$ cat src/rtl/npc_pkg.sv
// ============================================================================
// Module  : npc_pkg
// Brief   : Shared constants and fetch FSM encoding for the NPC core.
// Revision: 1.0 - initial release
// ============================================================================
`default_nettype none

package npc_pkg;

   localparam int unsigned          NPC_ADDR_WIDTH = 32;
   localparam int unsigned          NPC_INST_WIDTH = 32;
   localparam logic [31:0]          NPC_RESET_PC   = 32'h8000_0000;

   typedef enum logic [1:0] {
      S_REQ  = 2'd0,
      S_WAIT = 2'd1,
      S_HOLD = 2'd2
   } fetch_state_e;

endpackage

`default_nettype wire

$ cat src/rtl/ifu_fetch.sv
// ============================================================================
// Module  : ifu_fetch
// Brief   : Single-outstanding instruction fetch with redirect and decode handoff.
// Revision: 1.0 - initial release
// ============================================================================
`default_nettype none

module ifu_fetch
   import npc_pkg::*;
#(
   parameter int unsigned            ADDR_WIDTH = NPC_ADDR_WIDTH,
   parameter int unsigned            INST_WIDTH = NPC_INST_WIDTH,
   parameter logic [ADDR_WIDTH-1:0]  RESET_PC   = ADDR_WIDTH'(NPC_RESET_PC)
) (
   input  logic                  clk,
   input  logic                  rst_n,
   output logic                  req_valid,
   input  logic                  req_ready,
   output logic [ADDR_WIDTH-1:0] req_addr,
   input  logic                  rsp_valid,
   input  logic [INST_WIDTH-1:0] rsp_inst,
   input  logic                  rsp_err,
   input  logic                  redirect_valid,
   input  logic [ADDR_WIDTH-1:0] redirect_pc,
   output logic                  out_valid,
   input  logic                  out_ready,
   output logic [ADDR_WIDTH-1:0] out_pc,
   output logic [INST_WIDTH-1:0] out_inst,
   output logic                  out_fault,
   output logic [31:0]           fetch_count
);

   localparam logic [ADDR_WIDTH-1:0] c_align_mask = ~ADDR_WIDTH'(3);
   localparam logic [ADDR_WIDTH-1:0] c_pc_step    = ADDR_WIDTH'(4);

   fetch_state_e          state_q, state_d;
   logic [ADDR_WIDTH-1:0] pc_q, pc_d;
   logic                  discard_q, discard_d;
   logic                  out_valid_q, out_valid_d;
   logic [ADDR_WIDTH-1:0] out_pc_q, out_pc_d;
   logic [INST_WIDTH-1:0] out_inst_q, out_inst_d;
   logic                  out_fault_q, out_fault_d;
   logic [31:0]           fetch_count_q, fetch_count_d;
   logic                  w_req_fire;

   // Request is suppressed for the whole reset cycle, not only after the edge.
   assign req_valid   = rst_n && (state_q == S_REQ);
   assign req_addr    = pc_q;
   assign w_req_fire  = req_valid && req_ready;

   assign out_valid   = out_valid_q;
   assign out_pc      = out_pc_q;
   assign out_inst    = out_inst_q;
   assign out_fault   = out_fault_q;
   assign fetch_count = fetch_count_q;

   always_comb begin
      state_d       = state_q;
      pc_d          = pc_q;
      discard_d     = discard_q;
      out_valid_d   = out_valid_q;
      out_pc_d      = out_pc_q;
      out_inst_d    = out_inst_q;
      out_fault_d   = out_fault_q;
      fetch_count_d = fetch_count_q;

      unique case (state_q)
         S_REQ: begin
            if (w_req_fire) begin
               state_d = S_WAIT;
               if (redirect_valid) discard_d = 1'b1;
            end
         end
         S_WAIT: begin
            if (rsp_valid) begin
               if (discard_q || redirect_valid) begin
                  discard_d = 1'b0;
                  state_d   = S_REQ;
               end else begin
                  out_pc_d    = pc_q;
                  out_inst_d  = rsp_inst;
                  out_fault_d = rsp_err;
                  out_valid_d = 1'b1;
                  pc_d        = pc_q + c_pc_step;
                  state_d     = S_HOLD;
               end
            end else if (redirect_valid) begin
               discard_d = 1'b1;
            end
         end
         S_HOLD: begin
            if (out_ready) fetch_count_d = fetch_count_q + 32'd1;
            if (out_ready || redirect_valid) begin
               out_valid_d = 1'b0;
               state_d     = S_REQ;
            end
         end
         default: state_d = S_REQ;
      endcase

      // Redirect wins over any sequential PC update in every state.
      if (redirect_valid) pc_d = redirect_pc & c_align_mask;
   end

   always_ff @(posedge clk) begin
      if (!rst_n) begin
         state_q       <= S_REQ;
         pc_q          <= RESET_PC;
         discard_q     <= 1'b0;
         out_valid_q   <= 1'b0;
         out_pc_q      <= '0;
         out_inst_q    <= '0;
         out_fault_q   <= 1'b0;
         fetch_count_q <= '0;
      end else begin
         state_q       <= state_d;
         pc_q          <= pc_d;
         discard_q     <= discard_d;
         out_valid_q   <= out_valid_d;
         out_pc_q      <= out_pc_d;
         out_inst_q    <= out_inst_d;
         out_fault_q   <= out_fault_d;
         fetch_count_q <= fetch_count_d;
      end
   end

endmodule

`default_nettype wire

$ cat config.mk
export PLATFORM = sky130hd
export DESIGN_NAME = ifu_fetch
export DESIGN_NICKNAME = d
export VERILOG_FILES = /design/src/rtl/npc_pkg.sv /design/src/rtl/ifu_fetch.sv
export SDC_FILE = /design/constraint.sdc
export NUM_CORES = 1
export LEC_CHECK = 0
export CAP_MARGIN = 40
export CELL_PAD_IN_SITES_DETAIL_PLACEMENT = 1
export CELL_PAD_IN_SITES_GLOBAL_PLACEMENT = 2
export CORE_AREA = 3 3 108 214
export CTS_CLUSTER_DIAMETER = 40
export DETAILED_ROUTE_END_ITERATION = 10
export DIE_AREA = 0 0 111 217
export MAX_ROUTING_LAYER = met4
export PLACE_DENSITY = 0.94
export RECOVER_POWER = 100
export SLEW_MARGIN = 40
export SYNTH_ARGS = -nofsm -noshare
export SYNTH_HDL_FRONTEND = slang
export SYNTH_SLANG_ARGS = --single-unit
$ cat constraint.sdc
create_clock -name clk -period 5.4 [get_ports clk]
set_input_delay 0.54 -clock clk [delete_from_list [all_inputs] [get_ports clk]]
set_output_delay 0.54 -clock clk [all_outputs]
set_load 0.01 [all_outputs]
==> results.txt <==
----------------------------------------------------
[Status]
  Outcome ... finished, violations left
  Violations in the final reports ... max-capacitance violations, max-slew violations

[STA]
  Total setup violations reported at the end of the flow ... 0
  Upper clock frequency limit ... around 250 MHz
  Worst hold-check slack ... between 0.4 and 0.5 ns
  Slew at the pin with the worst max-slew slack ... ~2.0 ns
  Tmin final ... around 4 ns
  Slack of the critical path ... 1.40 ns
  Final clock skew ... 0.00743 ns
  Remaining max-slew budget at the tightest pin ... -30.3%
  Fin Setup TNS ... 0 ns
  Final clock period utilization by the worst path ... 74.0%
  Final max-slew violation count ... between 100 and 150
  Final number of hold-violating endpoints ... 0
  Setup repair after global routing missed its margin ... false

[Clock tree]
  Cts bufs inserted ... 17
  Clock transition time at the flip-flop clock pins of the worst setup and hold paths ... 0.06 ns
  CTS tree ... yes
  Number of buffers inserted for hold repair after clock tree synthesis ... 0
  Number of H-tree levels ... 4
  Post-CTS setup-driven buffer insertion count ... 0
  Clock insertion delay at the later pin of the skew report ... 0.43 ns
  Post-cts gate resize count ... 0
  Clock root buffer master ... clkbuf_16
  Num Clock Sinks ... roughly 130
  Maximum count of clock buffers along a single path ... 2

[Synthesis]
  Number of synthesized flops with an enable pin ... 0
  Gate count of the mapped netlist ... around 720
  Warnings from Yosys ... 0
  Post-synthesis async set-or-reset flop share ... 0%
  Proportion of synthesized chip area in sequential cells ... about 44%
  Post-synthesis instance area ... around 5800 µm²
  Leading area contributor after synthesis ... dfxtp_1
  Share of Yosys cell area claimed by the top area cell type ... between 40% and 50%
  Cell variety after synth ... 56
  Syn Area/Cell ... about 8.1 µm²
  Top area cells in the synthesized netlist ... dfxtp_1, nand2_1, a21oi_1
  Register bit count reported by yosys ... between 100 and 150
  Most used flip-flop cell after synthesis ... dfxtp_1

[Power]
  Total leakage power ... between 3 and 4 nW
  Power density cells ... ~300 nW/µm²
  Worst vdd ir ... roughly 0.18 mV

[Drt]
  Via count ... 6066
  Final wirelength ... 21800 µm
  Detailed-route DRC error count ... 0
  Highest metal layer with signal wires ... met4
  Antenna Nets Post-Route ... 0
  Routed length on met1 ... approximately 8300 µm
  First DRT Iteration DRCs ... 256
  Detailed route wirelength on metal2 ... about 12000 µm
  Via density ... ~5
  WL per Instance ... around 18 µm
  Routed length on met3 ... between 700 and 800 µm
  TritonRoute pass-1 iters ... 4

[Placement]
  Placed insts ... 1148
  Weighted congestion reported at the end of routability-driven placement ... approximately 0.77
  Pre-CTS worst setup slack ... about 2.5 ns
  Port buffer count ... ~200
  DPL Wire Length ... ~15000 µm
  Cell Area, Placed ... 7970 µm²

[Global route]
  Maximum number of pins on one net before global-route repair ... 51
  Wire length of the first global-routing pass ... between 30000 and 40000 µm
  Antenna violations before repair ... 2
  Total global routing track utilization ... about 18%
  Vias in the first global route ... 6344
  Global route total overflow ... 0

[Floorplanning]
  Die Area ... about 24000 µm²
  Die Y-Extent ... 217 µm
  DIE WIDTH ... roughly 110 µm
  Num ports ... between 200 and 250
  FP Rows ... 76
  Starting density of the core ... a little over a quarter
  Core area ... ~22000 µm²

[Cells and area]
  Area overhead of the layout relative to synthesis ... 47.7%
  Layout cells sized above 1 ... around 5%
  Number of non-filler instances in the completed layout ... roughly 1200
  Area occupied by registers ... ~2600 µm²
  Nets@finish ... a little under 1000
  Area used by multi-input combinational logic ... around 3000 µm²
  Count of fill cells added during filler insertion ... 2512
  Summed area of non-filler cells in the final layout ... roughly 8600 µm²

[Critical path]
  Data arrival time at the worst-slack endpoint ... approximately 3.5 ns
  Required time of the critical path ... 4.86 ns
  Crit Path Class ... in -> out
  Endpoint class of the critical path ... primary output
  Critical path peak fanout ... 44
  Setup slack of the most critical reg-to-reg path ... roughly 2.3 ns
  Startpoint Class ... primary input

[Min path]
  Hold crit path type ... reg -> reg

[Job]
  Max capacitance violation total ... 3

----------------------------------------------------
critical path, cell delays in order:
cell and delay, ns:
dlygate4sd3_1 0.57, clkbuf_1 1.36, nand2b_1 0.18, nor2_1 0.15, clkdlybuf4s50_1 0.63
layout by cell type, fill, tap and decap left out, types with 4 or more instances in the layout:
cell             count
nand2_1            158
dfxtp_1            129
dlygate4sd3_1      129
a21oi_1             84
clkdlybuf4s50_1     66
nor2_1              33
o21ai_0             27
nand3_1             22
nand4_1             21
and3_1              17
clkbuf_16           17
or4_1               14
o31ai_1             13
nor3_1              13
xor2_1              12
a311oi_1            12
and4_1              10
nor4_1               9
inv_1                8
or3_1                8
xnor2_1              8
a211oi_1             8
nand2b_1             7
bufinv_16            6
o311ai_0             5
o41ai_1              5
buf_4                5
clkbuf_1             5
nor2b_1              4
conb_1               4
clkinv_2             4
final timing paths:
check             cells past startpoint            to    startpoint
setup / recovery                      5     req_valid         rst_n
hold / removal                        2  out_inst[30]  out_inst[30]
setup reg to reg                      6     out_fault    state_q[0]
hold reg to reg                       2  out_inst[30]  out_inst[30]
synthesized netlist by cell type (4+ instances only):
cell type,instances
a211oi_1,8
a21oi_1,84
a311oi_1,12
and3_1,17
and4_1,10
buf_2,11
buf_4,5
clkbuf_1,36
dfxtp_1,129
inv_1,9
nand2_1,159
nand2b_1,7
nand3_1,22
nand4_1,20
nor2_1,32
nor2b_1,4
nor3_1,13
nor4_1,9
o21ai_0,27
o311ai_0,5
o31ai_1,13
o41ai_1,5
or3_1,8
or4_1,14
xnor2_1,8
xor2_1,12
sequential cells by signal, summed over array words and instances (netlist names):
name,count
out_pc,30
out_fault,1
state_q,2
discard_q,1
req_addr,30
out_inst,32
out_valid,1
fetch_count,32
per-stage QoR:
stage / total power [mW] / util [%]
finish: 2.55 / 39.9
global route: 2.64 / 39.9
CTS: 2.60 / 40.0
detailed placement: 1.26 / 36.9
global placement: 1.26 / 36.9
floorplan: 1.12 / -
power breakdown:
| group | switching [mW] | leakage (nW) | total (mW) | internal, mW |
|---|---|---|---|---|
| clock network | 0.456 | 0.319 | 1.32 | 0.862 |
| registers | 0.0389 | 1.05 | 1.02 | 0.978 |
| logic | 0.103 | 1.88 | 0.212 | 0.109 |
cell families after synthesis:
family	synth area share (%)
AND/OR/NAND/NOR	28.5
multiplexers	0.515
AO/OA/AOI/OAI	18.4
buffers and inverters	4.93
XOR/XNOR	3.00
adder cells (fa/ha/maj)	0.429
other	0.0643
flip-flops	44.3
routing by layer:
metal / vias up / global-route usage, %
met1: 2932 / 18.6
li1: 2936 / -
met4: 0 / 7.52
met5: - / -
met3: 42 / 3.73
met2: 156 / 34.3
final cells by class:
cell class                 instances  area share (%)
multi-input combinational        533            34.4
sequential                       129            30.0
timing repair buffer             206            23.5
clock buffer                      17            4.93
tap                              273            3.96
clock inverter                    15            2.79
inverter                           9           0.406
antenna                            1          0.0290
Power figures use the tool's default switching activity.
